**src/rtl/imem_loader_if.sv**
```systemverilog
// rtl/imem_loader_if.sv - byte-stream, BRAM port-A override and boot status bundle for imem_loader
interface imem_loader_if;
  logic        rx_valid;
  logic [7:0]  rx_data;
  logic        rx_ready;
  logic        boot_req;
  logic        load_active;
  logic [31:0] load_addr;
  logic [31:0] load_di;
  logic [3:0]  load_we;
  logic        cpu_rst_n;
  logic        done;
  logic        error;

  modport slave (
    input  rx_valid, rx_data, boot_req,
    output rx_ready, load_active, load_addr, load_di, load_we, cpu_rst_n, done, error
  );

  modport master (
    output rx_valid, rx_data, boot_req,
    input  rx_ready, load_active, load_addr, load_di, load_we, cpu_rst_n, done, error
  );
endinterface

```
**src/rtl/imem_loader.sv**
```systemverilog
// rtl/imem_loader.sv - boot loader: framed byte stream to BRAM words, checksum-gated core reset
module imem_loader #(
  parameter int          MAX_WORDS = 1024,
  parameter logic [31:0] BASE_ADDR = 32'h0000_0000
) (
  input logic          clk,
  input logic          rst_n,
  imem_loader_if.slave bus
);

  localparam int IDX_W = $clog2(MAX_WORDS + 1);

  typedef enum logic [2:0] {S_HDR, S_DATA, S_CSUM, S_RUN, S_ERR} state_t;

  state_t         r_state, w_next;
  logic [23:0]    r_shift;
  logic [1:0]     r_bcnt;
  logic [IDX_W-1:0] r_idx;
  logic [IDX_W-1:0] r_n;
  logic [7:0]     r_sum;
  logic [3:0]     r_we;
  logic [31:0]    r_addr;
  logic [31:0]    r_di;

  logic           w_rx_ready;
  logic           w_xfer;
  logic [31:0]    w_word;
  logic           w_bad_n;
  logic           w_last_word;
  logic [31:0]    w_addr;

  assign w_rx_ready  = (r_state == S_HDR) || (r_state == S_DATA) || (r_state == S_CSUM);
  assign w_xfer      = bus.rx_valid && w_rx_ready;
  // The shift register holds the three earlier bytes, so header and data words complete on the 4th byte.
  assign w_word      = {bus.rx_data, r_shift};
  assign w_bad_n     = (w_word == 32'd0) || (w_word > 32'(MAX_WORDS));
  assign w_last_word = ((r_idx + IDX_W'(1)) == r_n);
  assign w_addr      = BASE_ADDR + (32'(r_idx) << 2);

  always_ff @(posedge clk or negedge rst_n) begin
    if (!rst_n) begin
      r_state <= S_HDR;
    end else begin
      r_state <= w_next;
    end
  end

  always_comb begin
    w_next = r_state;
    case (r_state)
      S_HDR:  if (w_xfer && r_bcnt == 2'd3) w_next = w_bad_n ? S_ERR : S_DATA;
      S_DATA: if (w_xfer && r_bcnt == 2'd3 && w_last_word) w_next = S_CSUM;
      S_CSUM: if (w_xfer) w_next = (bus.rx_data == r_sum) ? S_RUN : S_ERR;
      S_RUN,
      S_ERR:  if (bus.boot_req) w_next = S_HDR;
      default: w_next = S_HDR;
    endcase
  end

  always_ff @(posedge clk or negedge rst_n) begin
    if (!rst_n) begin
      r_shift <= '0;
      r_bcnt  <= '0;
      r_idx   <= '0;
      r_n     <= '0;
      r_sum   <= '0;
      r_we    <= 4'h0;
      r_addr  <= '0;
      r_di    <= '0;
    end else begin
      r_we <= 4'h0;
      if (w_xfer) begin
        r_shift <= {bus.rx_data, r_shift[23:8]};
        r_bcnt  <= r_bcnt + 2'd1;
      end
      case (r_state)
        S_HDR: begin
          if (w_xfer && r_bcnt == 2'd3) begin
            r_n   <= w_word[IDX_W-1:0];
            r_idx <= '0;
            r_sum <= '0;
          end
        end
        S_DATA: begin
          if (w_xfer) begin
            r_sum <= r_sum + bus.rx_data;
            if (r_bcnt == 2'd3) begin
              r_we   <= 4'hF;
              r_addr <= w_addr;
              r_di   <= w_word;
              r_idx  <= r_idx + IDX_W'(1);
            end
          end
        end
        S_RUN,
        S_ERR: begin
          if (bus.boot_req) begin
            r_bcnt <= '0;
            r_idx  <= '0;
            r_sum  <= '0;
          end
        end
        default: ;
      endcase
    end
  end

  // Status outputs are pure state decodes so a reload drops cpu_rst_n the cycle HDR is entered.
  assign bus.rx_ready    = w_rx_ready;
  assign bus.load_active = (r_state != S_RUN);
  assign bus.cpu_rst_n   = (r_state == S_RUN);
  assign bus.done        = (r_state == S_RUN);
  assign bus.error       = (r_state == S_ERR);
  assign bus.load_we     = r_we;
  assign bus.load_addr   = r_addr;
  assign bus.load_di     = r_di;

endmodule

```
**src/flat_wrapper.sv**
```systemverilog
// flat-port wrapper written by rule: the top's interface ports become plain ports
module imem_loader_flat 
#(
  parameter int          MAX_WORDS = 1024,
  parameter logic [31:0] BASE_ADDR = 32'h0000_0000
)
  (clk, rst_n, bus_rx_valid, bus_rx_data, bus_boot_req, bus_rx_ready, bus_load_active, bus_load_addr, bus_load_di, bus_load_we, bus_cpu_rst_n, bus_done, bus_error);
  imem_loader_if bus_i ();
  input logic clk;
  input logic rst_n;
  input wire logic [$bits(bus_i.rx_valid)-1:0] bus_rx_valid;
  input wire logic [$bits(bus_i.rx_data)-1:0] bus_rx_data;
  input wire logic [$bits(bus_i.boot_req)-1:0] bus_boot_req;
  output wire logic [$bits(bus_i.rx_ready)-1:0] bus_rx_ready;
  output wire logic [$bits(bus_i.load_active)-1:0] bus_load_active;
  output wire logic [$bits(bus_i.load_addr)-1:0] bus_load_addr;
  output wire logic [$bits(bus_i.load_di)-1:0] bus_load_di;
  output wire logic [$bits(bus_i.load_we)-1:0] bus_load_we;
  output wire logic [$bits(bus_i.cpu_rst_n)-1:0] bus_cpu_rst_n;
  output wire logic [$bits(bus_i.done)-1:0] bus_done;
  output wire logic [$bits(bus_i.error)-1:0] bus_error;
  assign bus_i.rx_valid = bus_rx_valid;
  assign bus_i.rx_data = bus_rx_data;
  assign bus_i.boot_req = bus_boot_req;
  assign bus_rx_ready = bus_i.rx_ready;
  assign bus_load_active = bus_i.load_active;
  assign bus_load_addr = bus_i.load_addr;
  assign bus_load_di = bus_i.load_di;
  assign bus_load_we = bus_i.load_we;
  assign bus_cpu_rst_n = bus_i.cpu_rst_n;
  assign bus_done = bus_i.done;
  assign bus_error = bus_i.error;
  imem_loader #(.MAX_WORDS(MAX_WORDS), .BASE_ADDR(BASE_ADDR)) u_core (.clk(clk), .rst_n(rst_n), .bus(bus_i));
endmodule
```
**config.mk**
```make
export PLATFORM = sky130hd
export DESIGN_NAME = imem_loader_flat
export DESIGN_NICKNAME = d
export VERILOG_FILES = /design/src/rtl/imem_loader_if.sv /design/src/rtl/imem_loader.sv /design/src/flat_wrapper.sv
export SDC_FILE = /design/constraint.sdc
export NUM_CORES = 1
export LEC_CHECK = 0
export BUFFER_PORTS_ARGS = -buffer_cell sky130_fd_sc_hd__buf_4
export CAP_MARGIN = 20
export CORE_AREA = 2 2 109 111
export DETAILED_ROUTE_END_ITERATION = 10
export DIE_AREA = 0 0 111 113
export GPL_ROUTABILITY_DRIVEN = 0
export GPL_TIMING_DRIVEN = 0
export PLACE_DENSITY_LB_ADDON = 0.3
export SLEW_MARGIN = 20
export SYNTH_ARGS = -nofsm -noshare
export SYNTH_HDL_FRONTEND = slang
export SYNTH_SLANG_ARGS = --single-unit
```
**constraint.sdc**
```tcl
create_clock -name clk -period 3.9 [get_ports clk]
set_input_delay 0 -clock clk [delete_from_list [all_inputs] [get_ports clk]]
set_output_delay 0 -clock clk [all_outputs]
set_load 0.02 [all_outputs]
```
==> results of run 1 <==
flip-flops by register name, indices dropped and copies added (netlist names):
| register | flops |
|---|---|
| u_core.r_shift | 24 |
| u_core.r_state | 3 |
| u_core.bus.load_we | 1 |
| u_core.r_sum | 8 |
| u_core.bus.load_addr | 11 |
| u_core.r_idx | 11 |
| u_core.bus.load_di | 32 |
| u_core.r_n | 11 |
| u_core.r_bcnt | 2 |
cell type report:
| type | count | area share |
|---|---|---|
| well taps | 143 | 0.02911 |
| inverters | 8 | 0.004886 |
| clock inverters | 6 | 0.007940 |
| plain buffers | 49 | 0.04825 |
| flip-flops and latches | 103 | 0.4194 |
| repair buffers | 74 | 0.09589 |
| clock buffers | 10 | 0.03888 |
| multi-input cells | 372 | 0.3557 |
synth_stat cells (2+ instances only):
library cell | count | area share
buf_4 | 26 | 0.039
nor3b_1 | 3 | 0.0045
o21ai_0 | 22 | 0.022
clkbuf_1 | 10 | 0.0075
mux2_2 | 35 | 0.079
o21bai_1 | 2 | 0.0030
and2_1 | 2 | 0.0025
o31ai_1 | 8 | 0.012
nand3b_1 | 2 | 0.0030
xnor2_1 | 13 | 0.023
nor4_1 | 9 | 0.011
nand4_1 | 5 | 0.0062
dfrtp_1 | 103 | 0.51
and3_1 | 2 | 0.0025
nand2_1 | 153 | 0.11
or2_1 | 2 | 0.0025
or3_1 | 3 | 0.0037
a21o_1 | 2 | 0.0030
buf_2 | 12 | 0.012
nor2b_1 | 2 | 0.0025
nor3_1 | 4 | 0.0040
a31oi_1 | 3 | 0.0037
nand3_1 | 7 | 0.0070
ha_1 | 9 | 0.022
a22o_1 | 2 | 0.0035
a21oi_1 | 10 | 0.010
o211ai_1 | 2 | 0.0030
inv_1 | 7 | 0.0052
xor2_1 | 9 | 0.016
o41ai_1 | 2 | 0.0035
nor2_1 | 18 | 0.013
routing by layer:
layer / routed length (µm) / GRT usage / up-vias / part of all wire
li1: - / - / 1889 / -
met4: 201 / 0.06417 / 0 / 0.018
met1: 4896 / 0.2459 / 1871 / 0.43
met5: 0 / 0 / - / 0
met3: 499 / 0.03803 / 15 / 0.044
met2: 5739 / 0.3243 / 92 / 0.51
worst max-delay path by stage:
stage	startpoint	to	slack, ps	depth (start not counted)
floorplan	u_core.r_state[1]	u_core.r_sum[7]	1890	5
global placement	u_core.r_idx[0]	u_core.r_state[0]	1640	7
detailed placement	u_core.r_idx[0]	u_core.r_state[0]	1530	7
CTS	u_core.r_idx[0]	u_core.r_state[0]	1530	7
global route	u_core.r_idx[0]	u_core.r_state[0]	1390	7
finish	u_core.r_idx[0]	u_core.r_state[0]	1520	7
metrics by stage:
| step | instances | power [mW] |
|---|---|---|
| 4_1_cts | 765 | 3.786 |
| 3_3_place_gp | 737 | 2.838 |
| 5_1_grt | 765 | 3.992 |
| 6_report | 765 | 3.750 |
| 2_1_floorplan | 532 | 2.381 |
| 3_5_place_dp | 737 | 2.893 |
logic make-up after synthesis:
logic type	count (synthesis)
and+or+nand+nor	219
DFF	103
AOI/OAI and AO/OA	64
buffers and inverters	57
muxes	36
xor gates and xnor gates	22
adders and majority gates	10
other	1
power by group:
part	switching, mW	internal [mW]	leakage [nW]	total, mW
combinational	0.766	0.585	1.63	1.35
sequential	0.199	1.34	1.30	1.54
clock	0.404	0.459	0.144	0.863
total	1.37	2.38	3.08	3.75
timing repair:
item                       in CTS  in global routing
setup endpoints to repair       0                  0
hold endpoints to repair      121                  0
hold buffers                   12                  0
==> flow_summary.ini, run 1 <==
[status]
status = finished, final reports clean

[route]
drt_pass1_iterations = 4
postRouteAntennaNets = 0
drc = 0
dr_total_vias = 3867
drt_iter0_drc = 256
viasPerCell = 5.055
routed_wl_mm = 11.34
routedWlPerCell_um = 14.82

[synth]
syn-cell-area_um2 = 5015
ys_seq_area_frac = 0.5140
synth_seq_cells = 103
synth-main-ff-cell = dfrtp_1
synth_top_family_by_area = simple AND/OR/NAND/NOR gates
synth_edf_count = 0
yosysWarningCount = 0
synth_adder_area_share = 0.02645
synthDistinctLibCells = 54
synth_compound_gate_area_share = 0.08433
post_synth_mux_area_share = 0.08084
synthSimpleGateAreaFrac = 0.1901
synthXorXnorAreaFrac = 0.03842
async_flop_share = 1.000
syn_avg_cell_area_um2 = 9.795
synthesis.instances = 512

[layout]
layout_common_cells = nand2_1, dfrtp_1, buf_4, mux2_2, o21ai_0
multi_input_area_um2 = 2186
regArea_um2 = 2577
stdcell_area_um2 = 6146
final_util = 0.5452
nFillCells = 1004
antennaDiodeCount = 0
layout_commonest_cell = nand2_1
nets = 639
layout-drive-gt1-share = 0.2556
syn2layout_area_growth_pct = 22.55

[power]
power_density_nw_per_um2 = 610.1
vdd_ir_drop_max_uv = 420.6
power.leakage_nw = 3.078

[floorplan]
die_w_um = 111
die_height_um = 113
ioPinCount = 85
start_util = 0.4449
core_area_um2 = 11270
rows = 39
die_area_um2 = 12540

[timing]
fin_crit_sh = 0.6098
slew_violations = 0
finalHoldViolations = 0
hold-worst-slack_ps = 331.7
slew_headroom = 0.3861
worst_clock_skew_ps = 8.055
tightest_slew_ps = 920.9
tns_ps = 0
setup_ws_ps = 1522
finalCriticalPeriod_ps = 2378
max_freq_mhz = 420.5
rsz0062_at_grt = false
setup_viol = 0

[critical_path]
endpoint_kind = flip-flop
path_max_fanout = 7
r2r-end = u_core.r_state[0]
critical_path.cell_chain = ha_1 > nor2b_1 > or3_1 > a31oi_1 > nand4_1 > a2111oi_2 > o211ai_1
crit_family = compound AO/OA/AOI/OAI gates
criticalPathCategory = reg -> reg
start_kind = flip-flop
r2r.worst_path.cells = 7
max_stage_delay_ps = 480
worstPathArrival_ps = 2600
required_ps = 4120
rrSetupSlack_ps = 1520
cp_num_buf_inv = 0
crit_slowest_cell = dfrtp_1
rr_startpoint = u_core.r_idx[0]

[cts]
tritoncts = built
cts_made_buffers = 9
ctsResizeCount = 0
clock_latency_ps = 350
post_cts_buffers = 0
htreeDepth = 3
ctsLongestPathBuffers = 2
root_buffer = clkbuf_16
clkSinkCount = 103
clk_pin_slew_ps = 70

[grt]
grt_pass1_vias = 3958
grt_pass1_wl_mm = 19.35
track_usage = 0.1906
gr-total-overflow = 0
grt_max_degree = 104
antenna_found_initial = 0

[placement]
io_buffers = 62
postPlaceCellArea_um2 = 5738
pre_cts_ws_ps = 1535
hpwl_mm = 8.047

[flow_run]
max_cap_viol_count = 0

[worst_hold_path]
hold_path.class = in -> async
Power figures use the tool's default switching activity.
==> inputs of run 2 (changes only) <==
Clock period 3.9 ns to 2 ns, I/O delays scaled along.
==> run 2 against run 1 <==
Worst setup slack worse by 1500 ps. The flow now finishes with violations (negative setup slack). Critical path depth unchanged. Count of clock-buffer cells in the layout unchanged. Fmax up 17%. Via count up 1.2%. Clock skew up 4.2 ps. Total power up 100%. Cell count up 0.78%. Die area unchanged. Sequential share of layout area down 1.2 points.
==> flow_summary.ini, run 2 (synthesis results as in run 1) <==
[power]
p_comb_frac = 0.369
power.leakage_nw = 3.121
seq_power_share = 0.396
vdd_ir_drop_max_uv = 827.7
p_switching_mw = 2.732
internal_power_mw = 4.857
power_density_nw_per_um2 = 1197
clockPowerShare = 0.235
switching_share = 0.3600

[critical_path]
max_stage_delay_ps = 440
crit_slowest_cell = dfrtp_2
required_ps = 2230
rrSetupSlack_ps = -30
path_max_fanout = 7
critical_path.cell_chain = ha_4 > nor2b_4 > or3_1 > a31oi_1 > nand4_1 > a2111oi_4 > o211ai_1
r2r.worst_path.cells = 7
criticalPathCategory = reg -> reg
start_kind = flip-flop
rr_startpoint = u_core.r_idx[1]
crit_family = compound AO/OA/AOI/OAI gates
worstPathArrival_ps = 2260
crit_cells = 7
r2r-end = u_core.r_state[0]
cp_num_buf_inv = 0
endpoint_kind = flip-flop

[cts]
tritoncts = built
root_buffer = clkbuf_16
clk_pin_slew_ps = 80
cts_made_buffers = 9
htreeDepth = 3
ctsLongestPathBuffers = 2
clock_latency_ps = 360
clkSinkCount = 103

[grt]
grt_max_degree = 104
grt_pass1_wl_mm = 18.74
gr-total-overflow = 0
antenna_found_initial = 0
grt_pass1_vias = 3787
track_usage = 0.1868

[placement]
postPlaceCellArea_um2 = 5743
io_buffers = 62
hpwl_mm = 7.903

[route]
drt_pass1_iterations = 4
routedWlPerCell_um = 14.81
viasPerCell = 5.075
drc = 0
postRouteAntennaNets = 0
dr_total_vias = 3913
routed_wl_mm = 11.42
drt_iter0_drc = 246

[timing]
setup_ws_ps = -28.17
slew_headroom = 0.3799
max_freq_mhz = 493.1
rsz0062_at_grt = true
finalCriticalPeriod_ps = 2028
setup_viol = 1
fin_crit_sh = 1.014
slew_violations = 0
finalHoldViolations = 0
tightest_slew_ps = 930.1
worst_clock_skew_ps = 12.27
tns_ps = -28.17

[floorplan]
core_area_um2 = 11270
die_area_um2 = 12540
die_height_um = 113
ioPinCount = 85
die_w_um = 111
start_util = 0.4449
rows = 39

[status]
status = finished with violations
violations = negative setup slack

[layout]
stdcell_area_um2 = 6341
nets = 645
layout_common_cells = nand2_1, dfrtp_1, buf_4, mux2_2
syn2layout_area_growth_pct = 26.45
layout_commonest_cell = nand2_1
largest_reg_flops = 32
antennaDiodeCount = 0
layout-drive-gt1-share = 0.3010
regArea_um2 = 2581
nFillCells = 1005
multi_input_area_um2 = 2296

[worst_hold_path]
hold_path.class = in -> async

[flow_run]
max_cap_viol_count = 0
## run 2: cell type report
cell class | instances | area share
flip-flops and latches | 103 | 0.4071
multi-input cells | 372 | 0.3621
repair buffers | 80 | 0.1002
plain buffers | 49 | 0.05071
clock buffers | 10 | 0.03611
well taps | 143 | 0.02822
clock inverters | 6 | 0.01085
inverters | 8 | 0.004736
## run 2: worst max path at each step
stage                          startpoint  slack, ps           endpoint
after floorplan           u_core.r_idx[0]         30  u_core.r_state[0]
after global placement    u_core.r_idx[0]       -270  u_core.r_state[0]
after detailed placement  u_core.r_idx[0]       -310  u_core.r_state[0]
after CTS                 u_core.r_idx[0]        -20  u_core.r_state[0]
after global routing      u_core.r_idx[3]       -100  u_core.r_state[0]
final                     u_core.r_idx[1]        -30  u_core.r_state[0]
## run 2: layer usage
layer,track usage,vias to the layer above,wire [µm]
met5,0,-,0
met4,0.07167,0,272
met3,0.04339,22,449
met2,0.3100,82,5651
met1,0.2401,1901,5044
li1,-,1908,-
## run 2: power groups by stage
stage / combinational, mW / sequential, mW / clock [mW]
5_1_grt: 3.08 / 3.07 / 1.88
4_1_cts: 2.73 / 3.00 / 1.82
3_5_place_dp: 2.59 / 3.03 / 0
6_report: 2.80 / 3.00 / 1.78
2_1_floorplan: 1.31 / 3.33 / 0
3_3_place_gp: 2.52 / 3.01 / 0
## run 2: through the flow
step           setup slack, ps  instances  total power [mW]  hold WS [ps]  utilization
6_report                -28.17        771             7.589         311.2       0.5625
5_1_grt                 -99.55        771             8.035         406.7       0.5625
4_1_cts                 -16.87        769             7.543         379.2       0.5529
3_5_place_dp            -313.6        737             5.621         183.4       0.5095
3_3_place_gp            -265.5        737             5.536         235.5       0.5092
2_1_floorplan            26.28        532             4.644        -295.6            -
## run 2: worst reg2reg max path: cells and delay by family, from the launching register on
family / cells / cell delay (ps)
compound gates: 3 / 660
fa+ha+maj: 1 / 190
flops: 1 / 440
simple gates: 3 / 620
## run 2: what timing repair did
action                     in CTS  in global routing
hold buffers                   11                  0
setup buffers                   5                  2
setup endpoints to repair      33                 59
gates resized for setup        12                 32
hold endpoints to repair      121                  0
pin swaps                       2                 12
==> inputs of run 3 (changes only) <==
==> constraint.sdc (replaced) <==
create_clock -name clk -period 2 [get_ports clk]
set_input_delay 0.3 -clock clk [delete_from_list [all_inputs] [get_ports clk]]
set_output_delay 0.3 -clock clk [all_outputs]
set_load 0.02 [all_outputs]
==> run 3 against run 2 <==
The flow still finishes with violations (negative setup slack). Clock skew about the same. Largest power group unchanged. Cell area down 1.5%. Combinational power hardly changed. Non-clock buffer count is 11 lower. Largest cell class unchanged. Sequential power is essentially flat. Global-route usage down 0.27 points. Highest routed layer unchanged. Total power is 0.15% lower. Worst setup slack got worse by 3.5 ps. Sequential share of layout area is 0.64 points higher. Critical endpoint unchanged. Register-to-register slack about the same.
==> flow_summary.ini, run 3 (synthesis results as in run 1) <==
[route]
viasPerCell = 5.088
drc = 0
drt_iter0_drc = 240
routedWlPerCell_um = 14.89
drt_pass1_iterations = 4
postRouteAntennaNets = 0
routed_wl_mm = 11.32
dr_total_vias = 3867

[placement]
place_inst = 737
pre_cts_ws_ps = -313.6
io_buffers = 62
hpwl_mm = 7.903

[timing]
worst_clock_skew_ps = 12.05
hold-worst-slack_ps = 65.57
setup_ws_ps = -31.71
tightest_slew_ps = 904.8
slew_headroom = 0.3968
slew_violations = 0
finalHoldViolations = 0
finalCriticalPeriod_ps = 2032
setup_viol = 2
tns_ps = -45.25
rsz0062_at_grt = true
max_freq_mhz = 492.2
fin_crit_sh = 1.016

[power]
vdd_ir_drop_max_uv = 822.1
clockPowerShare = 0.236
power.leakage_nw = 3.077
p_switching_mw = 2.732
power_density_nw_per_um2 = 1214
seq_power_share = 0.396
p_comb_frac = 0.368
internal_power_mw = 4.846
switching_share = 0.3605

[worst_hold_path]
hold_path.class = in -> async

[floorplan]
die_area_um2 = 12540
die_height_um = 113
start_util = 0.4449
rows = 39
core_area_um2 = 11270
die_w_um = 111
ioPinCount = 85

[grt]
gr-total-overflow = 0
grt_pass1_vias = 3712
grt-busiest-layer = met2
use_met3 = 0.04446
use_met2 = 0.3027
grt_max_degree = 104
antenna_found_initial = 0
grtUsageMet1 = 0.2390
grt_pass1_wl_mm = 18.44
track_usage = 0.1841

[layout]
fin_cells = 760
layout_common_cells = nand2_1, dfrtp_1, buf_4, mux2_2
largest_reg_flops = 32
nets = 634
final_util = 0.5539
syn2layout_area_growth_pct = 24.50
layout_commonest_cell = nand2_1
antennaDiodeCount = 0
layout-drive-gt1-share = 0.3079

[cts]
hold_buffers = 0
ctsLongestPathBuffers = 2
clk_pin_slew_ps = 80
clkSinkCount = 103
clock_latency_ps = 360
root_buffer = clkbuf_16
tritoncts = built
htreeDepth = 3
cts_made_buffers = 9

[status]
violations = negative setup slack
status = finished with violations

[critical_path]
required_ps = 2230
path_max_fanout = 7
endpoint_kind = flip-flop
criticalPathCategory = reg -> reg
worstPathArrival_ps = 2260
start_kind = flip-flop

[flow_run]
max_cap_viol_count = 0
## run 3: path summary, 6_finish.rpt
| path | start | end | slack, ps | cells after the start |
|---|---|---|---|---|
| worst max-delay path | u_core.r_idx[1] | u_core.r_state[0] | -30 | 7 |
| worst min register to register | u_core.bus.load_addr[4] | u_core.bus.load_addr[4] | 470 | 2 |
| worst max register to register | u_core.r_idx[1] | u_core.r_state[0] | -30 | 7 |
| worst min-delay path | rst_n | u_core.bus.load_di[7] | 70 | 1 |
| max in group asynchronous | rst_n | u_core.r_idx[1] | 1300 | 1 |
| min in group clk | bus_rx_data[2] | u_core.bus.load_di[26] | 180 | 3 |
## run 3: metrics by stage
stage               instance area, µm²  power [mW]
finish                            6243       7.578
global route                      6243       8.022
global placement                  5739       5.536
CTS                               6125       7.526
floorplan                         5095       4.644
detailed placement                5743       5.621
## run 3: metal layers
layer	vias up	share of wire	wire length, µm
met1	1879	0.44	4967
li1	1885	-	-
met3	18	0.047	528
met5	-	0	0
met2	85	0.49	5591
met4	0	0.020	227
## run 3: timing repair
action,CTS,global route
endpoints found under the setup margin,34,59
resized for setup,13,33
setup buffers,5,2
pin swaps,2,13
hold endpoints to repair,0,0
## run 3: critical path: stages, from the launching register on
cell,delay (ps)
dfrtp_2,440
ha_4,190
nor2b_4,120
or3_1,330
a31oi_1,140
nand4_1,170
a2111oi_4,370
o211ai_1,150
## run 3: area by class of cell
cell class,count,area [µm²]
fill,1014,5029
sequential,103,2581
multi-input combinational,372,2301
timing repair buffer,69,525.5
buffer,49,329.1
clock buffer,10,229.0
tap,143,178.9
clock inverter,6,68.82
inverter,8,30.03
## run 3: power by group through the flow
stage / registers (mW) / logic, mW / clock network [mW]
after floorplan: 3.33 / 1.31 / 0
after global placement: 3.01 / 2.52 / 0
after detailed placement: 3.03 / 2.59 / 0
after CTS: 3.00 / 2.71 / 1.82
after global routing: 3.07 / 3.07 / 1.88
final: 3.00 / 2.79 / 1.79
